==> config.mk <==
export PLATFORM = sky130hd
export DESIGN_NAME = mem_lane_sequencer
export DESIGN_NICKNAME = d
export VERILOG_FILES = /design/src/rtl/mem_seq_pkg.sv /design/src/rtl/mem_seq_addr_gen.sv /design/src/rtl/mem_lane_sequencer.sv
export SDC_FILE = /design/constraint.sdc
export NUM_CORES = 1
export LEC_CHECK = 0
export CAP_MARGIN = 20
export CORE_AREA = 3 3 151 153
export CTS_BUF_LIST = sky130_fd_sc_hd__clkbuf_2 sky130_fd_sc_hd__clkbuf_4 sky130_fd_sc_hd__clkbuf_8
export DETAILED_ROUTE_END_ITERATION = 6
export DIE_AREA = 0 0 154 156
export GPL_ROUTABILITY_DRIVEN = 0
export PLACE_DENSITY_LB_ADDON = 0.25
export SLEW_MARGIN = 20
export SYNTH_ARGS = -nofsm -noshare
export SYNTH_HDL_FRONTEND = slang
export SYNTH_HIERARCHICAL = 1
export SYNTH_SLANG_ARGS = --single-unit
==> constraint.sdc <==
create_clock -name clk -period 3.95 [get_ports clk]
set_clock_uncertainty 0.15 [all_clocks]
set_input_delay 0.5925 -clock clk [delete_from_list [all_inputs] [get_ports clk]]
set_output_delay 0.5925 -clock clk [all_outputs]
set_load 0.05 [all_outputs]
==> src/rtl/mem_seq_pkg.sv <==
// mem_seq_pkg: shared types and helpers for the memory lane sequencer.
//   NLANES  - number of memory banks / lanes (fixed at 6)
//   BYTEW   - per-lane data byte width
//   op_e    - request operation (load / store)
//   state_e - sequencer FSM states
//   lane_byte() - extracts lane i's byte from a packed NLANES x BYTEW bus
package mem_seq_pkg;

    localparam int unsigned NLANES = 6;
    localparam int unsigned BYTEW  = 8;

    typedef enum logic {
        OP_LOAD  = 1'b0,
        OP_STORE = 1'b1
    } op_e;

    typedef enum logic [1:0] {
        IDLE = 2'd0,
        RUN  = 2'd1,
        DONE = 2'd2
    } state_e;

    function automatic logic [BYTEW-1:0] lane_byte(input logic [NLANES*BYTEW-1:0] bus,
                                                   input int unsigned lane);
        return bus[lane*BYTEW +: BYTEW];
    endfunction

endpackage

==> src/rtl/mem_seq_addr_gen.sv <==
// mem_seq_addr_gen: beat address generator for the lane sequencer.
//   clk, reset - clock, synchronous active-high reset
//   load_i     - capture base/stride/len, restart at beat 0
//   step_i     - one beat issued: addr += stride (wraps), beat += 1
//   base_i, stride_i, len_i - request fields sampled on load_i
//   addr_o     - address of the current beat
//   last_o     - current beat is the final one (beat == len-1)
module mem_seq_addr_gen #(
    parameter int unsigned WIDTH = 16,
    parameter int unsigned LENW  = 8
) (
    input  logic             clk,
    input  logic             reset,
    input  logic             load_i,
    input  logic             step_i,
    input  logic [WIDTH-1:0] base_i,
    input  logic [WIDTH-1:0] stride_i,
    input  logic [LENW-1:0]  len_i,
    output logic [WIDTH-1:0] addr_o,
    output logic             last_o
);

    logic [WIDTH-1:0] addr_q, addr_d;
    logic [WIDTH-1:0] stride_q, stride_d;
    logic [LENW-1:0]  len_q, len_d;
    logic [LENW-1:0]  beat_q, beat_d;

    always_ff @(posedge clk) begin
        if (reset) begin
            addr_q   <= '0;
            stride_q <= '0;
            len_q    <= '0;
            beat_q   <= '0;
        end else begin
            addr_q   <= addr_d;
            stride_q <= stride_d;
            len_q    <= len_d;
            beat_q   <= beat_d;
        end
    end

    always_comb begin
        addr_d   = addr_q;
        stride_d = stride_q;
        len_d    = len_q;
        beat_d   = beat_q;
        if (load_i) begin
            addr_d   = base_i;
            stride_d = stride_i;
            len_d    = len_i;
            beat_d   = '0;
        end else if (step_i) begin
            addr_d = addr_q + stride_q;
            beat_d = beat_q + LENW'(1);
        end
    end

    assign addr_o = addr_q;
    assign last_o = (beat_q == len_q - LENW'(1));

endmodule

==> src/rtl/mem_lane_sequencer.sv <==
// mem_lane_sequencer: issues one vector load/store request to the 6-bank data memory,
// one beat per cycle, same address on every lane.
//   clk, reset            - clock, synchronous active-high reset
//   req_*                 - request handshake (op, base, stride, beat count, lane mask)
//   st_valid/ready/data   - streaming store data, 6 lanes x 8 bits
//   rsp_valid/ready/data  - registered, back-pressured load response
//   mem_we/a/wd, mem_rd   - memory bank interface (combinational read)
//   busy, done            - status; done pulses one cycle after the last beat issues
// Build option: LANE_MASK_EN adds the req_mask port, which gates mem_we per lane.
module mem_lane_sequencer
    import mem_seq_pkg::*;
#(
    parameter int unsigned WIDTH = 16,
    parameter int unsigned LENW  = 8
) (
    input  logic                      clk,
    input  logic                      reset,
    input  logic                      req_valid,
    output logic                      req_ready,
    input  logic                      req_op,
    input  logic [WIDTH-1:0]          req_base,
    input  logic [WIDTH-1:0]          req_stride,
    input  logic [LENW-1:0]           req_len,
`ifdef LANE_MASK_EN
    input  logic [NLANES-1:0]         req_mask,
`endif
    input  logic                      st_valid,
    output logic                      st_ready,
    input  logic [NLANES*BYTEW-1:0]   st_data,
    output logic                      rsp_valid,
    input  logic                      rsp_ready,
    output logic [NLANES*BYTEW-1:0]   rsp_data,
    output logic [NLANES-1:0]         mem_we,
    output logic [WIDTH*NLANES-1:0]   mem_a,
    output logic [WIDTH*NLANES-1:0]   mem_wd,
    input  logic [NLANES*BYTEW-1:0]   mem_rd,
    output logic                      busy,
    output logic                      done
);

    state_e                  state_q, state_d;
    op_e                     op_q, op_d;
    logic                    rsp_valid_q, rsp_valid_d;
    logic [NLANES*BYTEW-1:0] rsp_data_q, rsp_data_d;
    logic [NLANES-1:0]       wr_mask;
    logic                    accept, issue_load, issue_store, issue, last;
    logic [WIDTH-1:0]        addr;

`ifdef LANE_MASK_EN
    logic [NLANES-1:0] mask_q, mask_d;

    always_ff @(posedge clk) begin
        if (reset) mask_q <= '0;
        else       mask_q <= mask_d;
    end

    assign mask_d  = accept ? req_mask : mask_q;
    assign wr_mask = mask_q;
`else
    assign wr_mask = '1;
`endif

    mem_seq_addr_gen #(
        .WIDTH (WIDTH),
        .LENW  (LENW)
    ) u_addr_gen (
        .clk      (clk),
        .reset    (reset),
        .load_i   (accept),
        .step_i   (issue),
        .base_i   (req_base),
        .stride_i (req_stride),
        .len_i    (req_len),
        .addr_o   (addr),
        .last_o   (last)
    );

    // State register
    always_ff @(posedge clk) begin
        if (reset) begin
            state_q <= IDLE;
            op_q    <= OP_LOAD;
        end else begin
            state_q <= state_d;
            op_q    <= op_d;
        end
    end

    // Next-state logic
    always_comb begin
        state_d = state_q;
        op_d    = accept ? op_e'(req_op) : op_q;
        unique case (state_q)
            IDLE: if (accept) state_d = (req_len == '0) ? DONE : RUN;
            RUN:  if (issue && last) state_d = DONE;
            DONE: state_d = IDLE;
            default: state_d = IDLE;
        endcase
    end

    // Outputs and beat issue. Issue is suppressed during reset so an aborted store
    // cannot commit a beat in the reset cycle.
    always_comb begin
        req_ready   = (state_q == IDLE);
        busy        = (state_q != IDLE);
        done        = (state_q == DONE);
        accept      = req_ready && req_valid && !reset;
        st_ready    = (state_q == RUN) && (op_q == OP_STORE) && !reset;
        issue_store = st_ready && st_valid;
        issue_load  = (state_q == RUN) && (op_q == OP_LOAD) && !reset &&
                      (!rsp_valid_q || rsp_ready);
        issue       = issue_store || issue_load;
        mem_we      = issue_store ? wr_mask : '0;
    end

    for (genvar i = 0; i < NLANES; i++) begin : g_lane
        assign mem_a[WIDTH*i +: WIDTH]  = addr;
        assign mem_wd[WIDTH*i +: WIDTH] = {{(WIDTH-BYTEW){1'b0}}, lane_byte(st_data, i)};
    end

    // Response register: a new beat replaces the held one only when the slot is free
    // or being consumed in the same cycle.
    always_comb begin
        rsp_valid_d = rsp_valid_q;
        rsp_data_d  = rsp_data_q;
        if (issue_load) begin
            rsp_valid_d = 1'b1;
            rsp_data_d  = mem_rd;
        end else if (rsp_ready) begin
            rsp_valid_d = 1'b0;
        end
    end

    always_ff @(posedge clk) begin
        if (reset) begin
            rsp_valid_q <= 1'b0;
            rsp_data_q  <= '0;
        end else begin
            rsp_valid_q <= rsp_valid_d;
            rsp_data_q  <= rsp_data_d;
        end
    end

    assign rsp_valid = rsp_valid_q;
    assign rsp_data  = rsp_data_q;

endmodule
==> flow_metrics.tcl <==
set metrics [dict create \
    whs_path_depth 2 \
    max_cap_viol_count 0 \
    final_util_pct 37.2 \
    die_h_um 156 \
    wl_met3_um 1410 \
    leakage_uw 0.00311 \
    synth_ff_type "dfxtp_1" \
    hold_ws_ns 0.362 \
    postRouteAntennaNets 0 \
    multi_input_area_mm2 0.00293 \
    cts_tree "done" \
    wl_met1_um 6620 \
    tightest_slew_ns 0.731 \
    worstSetupStartpointType "input pin" \
    numCtsBuffers 9 \
    max_freq_mhz 324 \
    hold_viol 0 \
    start_util_pct 29.2 \
    grt_pass1_vias 4452 \
    required_ns 3.21 \
    num_rows 54 \
    synth_async_sr_flop_share_pct 0 \
    hpwl_um 12100 \
    highest_layer "met4" \
    synth_top_area_share_pct 31.6 \
    numPortBuffers 248 \
    synth_top_family_by_area "buffers and inverters" \
    drive_gt1_share_pct 10.2 \
    slew_violations 0 \
    wl_per_cell_um 15.1 \
    core_area_mm2 0.0217 \
    cts_buffer_depth 2 \
    final-seq-area_mm2 0.00200 \
    synth_mux_area_share_pct 14.1 \
    yosysWarnings 6 \
    ff2ff_path_depth 7 \
    syn_inst 690 \
    die_width_um 154 \
    ys_seq_area_share_pct 31.6 \
    synth_edf_count 0 \
    via_per_inst 4.29 \
    p_total_uw 3000 \
    post_cts_buffers 0 \
    cts_resized 0 \
    synth.avg_cell_area_um2 9.19 \
    wl_met2_um 7910 \
    hold_path_class "flop to flop" \
    ios 393 \
    cts.clk_slew.worst_paths_ns 0.10 \
    crit_fanout 32 \
    crit_slowest_cell "clkdlybuf4s50_1" \
    ys_ff_latch 100 \
    die-area_mm2 0.0240 \
    mostFrequentLayoutCells "clkdlybuf4s50_1 (247), dfxtp_1 (100), nor2_1 (50)" \
    track_usage_pct 12.8 \
    crit_buf_inv 2 \
    worst-path-stages 4 \
    drtPass1Iterations 4 \
    drc_errors 0 \
    antenna_found_initial 0 \
    synth_compound_area_share_pct 8.43 \
    status "completed" \
    cp_slowest_stage_delay_ns 0.87 \
    ir_drop_mv 0.228 \
    setup_viol 0 \
    synth-xor-area-share_pct 4.14 \
    worstSetupEndpointType "output port" \
    setup_tns_ns 0 \
    grt_pass1_wl_um 24700 \
    syn_to_final_growth_pct 27.3 \
    numClockSinks 100 \
    synth_top_area_cell "dfxtp_1" \
    period_minus_slack_ns 3.08 \
    cts_hold_buf 0 \
    vias 4613 \
    htree_levels 3 \
    slew_headroom_pct 51.2 \
    nets 951 \
    path_class "input pin to output port" \
    clock-root-buffer "clkbuf_8" \
    detail_route.wirelength_um 16200 \
    drt-initial-drc-count 218 \
    grt_overflow_total 0 \
    antenna_cells 0 \
    cp.arrival_ns 2.34 \
    rsz0062_at_grt "no" \
    grt_max_degree 65 \
    synth_cell_types 57 \
    layout_commonest_cell "clkdlybuf4s50_1" \
    worstPathCellList "buf_4 -> nor3b_2 -> and3_1 -> clkdlybuf4s50_1" \
    synth_area_leaders "dfxtp_1 (32%), buf_4 (22%), mux2_2 (7.1%)" \
    crit_family "buffers and inverters" \
    p_per_area_mw_per_mm2 372 \
    syn_area_mm2 0.00634 \
    synth-simple-area-share_pct 12.9 \
    synth_fa_ha_area_share_pct 3.67 \
    n_fill_cell 2229 \
    worstSkewPairLatency_ns 0.40 \
    finalCritPeriodShare_pct 78.1 \
]
-- worst paths after layout --
path,startpoint,end,slack (ns)
setup / recovery,reset,mem_we[5],0.87
hold / removal,u_addr_gen/beat_q[7],u_addr_gen/beat_q[7],0.36
setup reg to reg,state_q[0],u_addr_gen/addr_o[15],1.19
hold reg to reg,u_addr_gen/beat_q[7],u_addr_gen/beat_q[7],0.36
-- kinds of logic (layout without fill, tap and decap cells) --
group,Yosys count,after routing
and+or+nand+nor,156,156
xor gates and xnor gates,30,30
other,1,48
adders and majority gates,18,18
buffers and inverters,226,285
muxes,80,80
DFF,100,100
AOI/OAI and AO/OA,79,79
-- through the flow --
step	instance area (µm²)	std cells	setup WS [ns]
2_1_floorplan	6520	737	1.21
3_3_place_gp	7860	1060	0.747
3_5_place_dp	7860	1060	0.721
4_1_cts	8070	1076	0.817
5_1_grt	8070	1076	0.727
6_report	8070	1076	0.866
-- worst register-to-register path, delay by kind of cell, from the launching register on --
family	cells	cell delay (ns)
AND/OR/NAND/NOR	6	1.87
AO/OA/AOI/OAI	1	0.22
flip-flops	1	0.44
-- synth_stat cells (all sizes together), types with 8 or more instances --
| library cell | instances |
|---|---|
| mux2i | 31 |
| xnor2 | 17 |
| mux2 | 49 |
| nor2 | 50 |
| ha | 17 |
| inv | 17 |
| o21ai | 12 |
| nor2b | 49 |
| clkbuf | 16 |
| a21oi | 24 |
| dfxtp | 100 |
| buf | 193 |
| nand3 | 8 |
| nand2 | 17 |
| xor2 | 13 |
-- registers in the layout, summed over array words and instances (netlist names) --
name,flops
op_q,1
rsp_data,48
rsp_valid,1
state_q,2
u_addr_gen/addr_o,16
u_addr_gen/beat_q,8
u_addr_gen/len_q,8
u_addr_gen/stride_q,16
-- cell type report --
type	count	area share, %
Timing Repair Buffer	252	31.1
Tap cell	280	4.34
Clock inverter	7	1.12
Clock buffer	9	1.53
Inverter	17	0.790
Multi-Input combinational cell	411	36.3
Sequential cell	100	24.8
-- report_power, final --
group	switching (µW)	leakage [µW]	internal, µW
combinational	723	0.00218	407
sequential	60.1	0.000817	1080
clock	421	0.000108	309
total	1200	0.00311	1800
-- routing by layer --
layer	up-vias	track usage, %
met5	-	0
met4	0	4.37
met3	25	4.74
met2	200	21.5
met1	2106	15.1
li1	2282	-
Power figures use the tool's default switching activity.
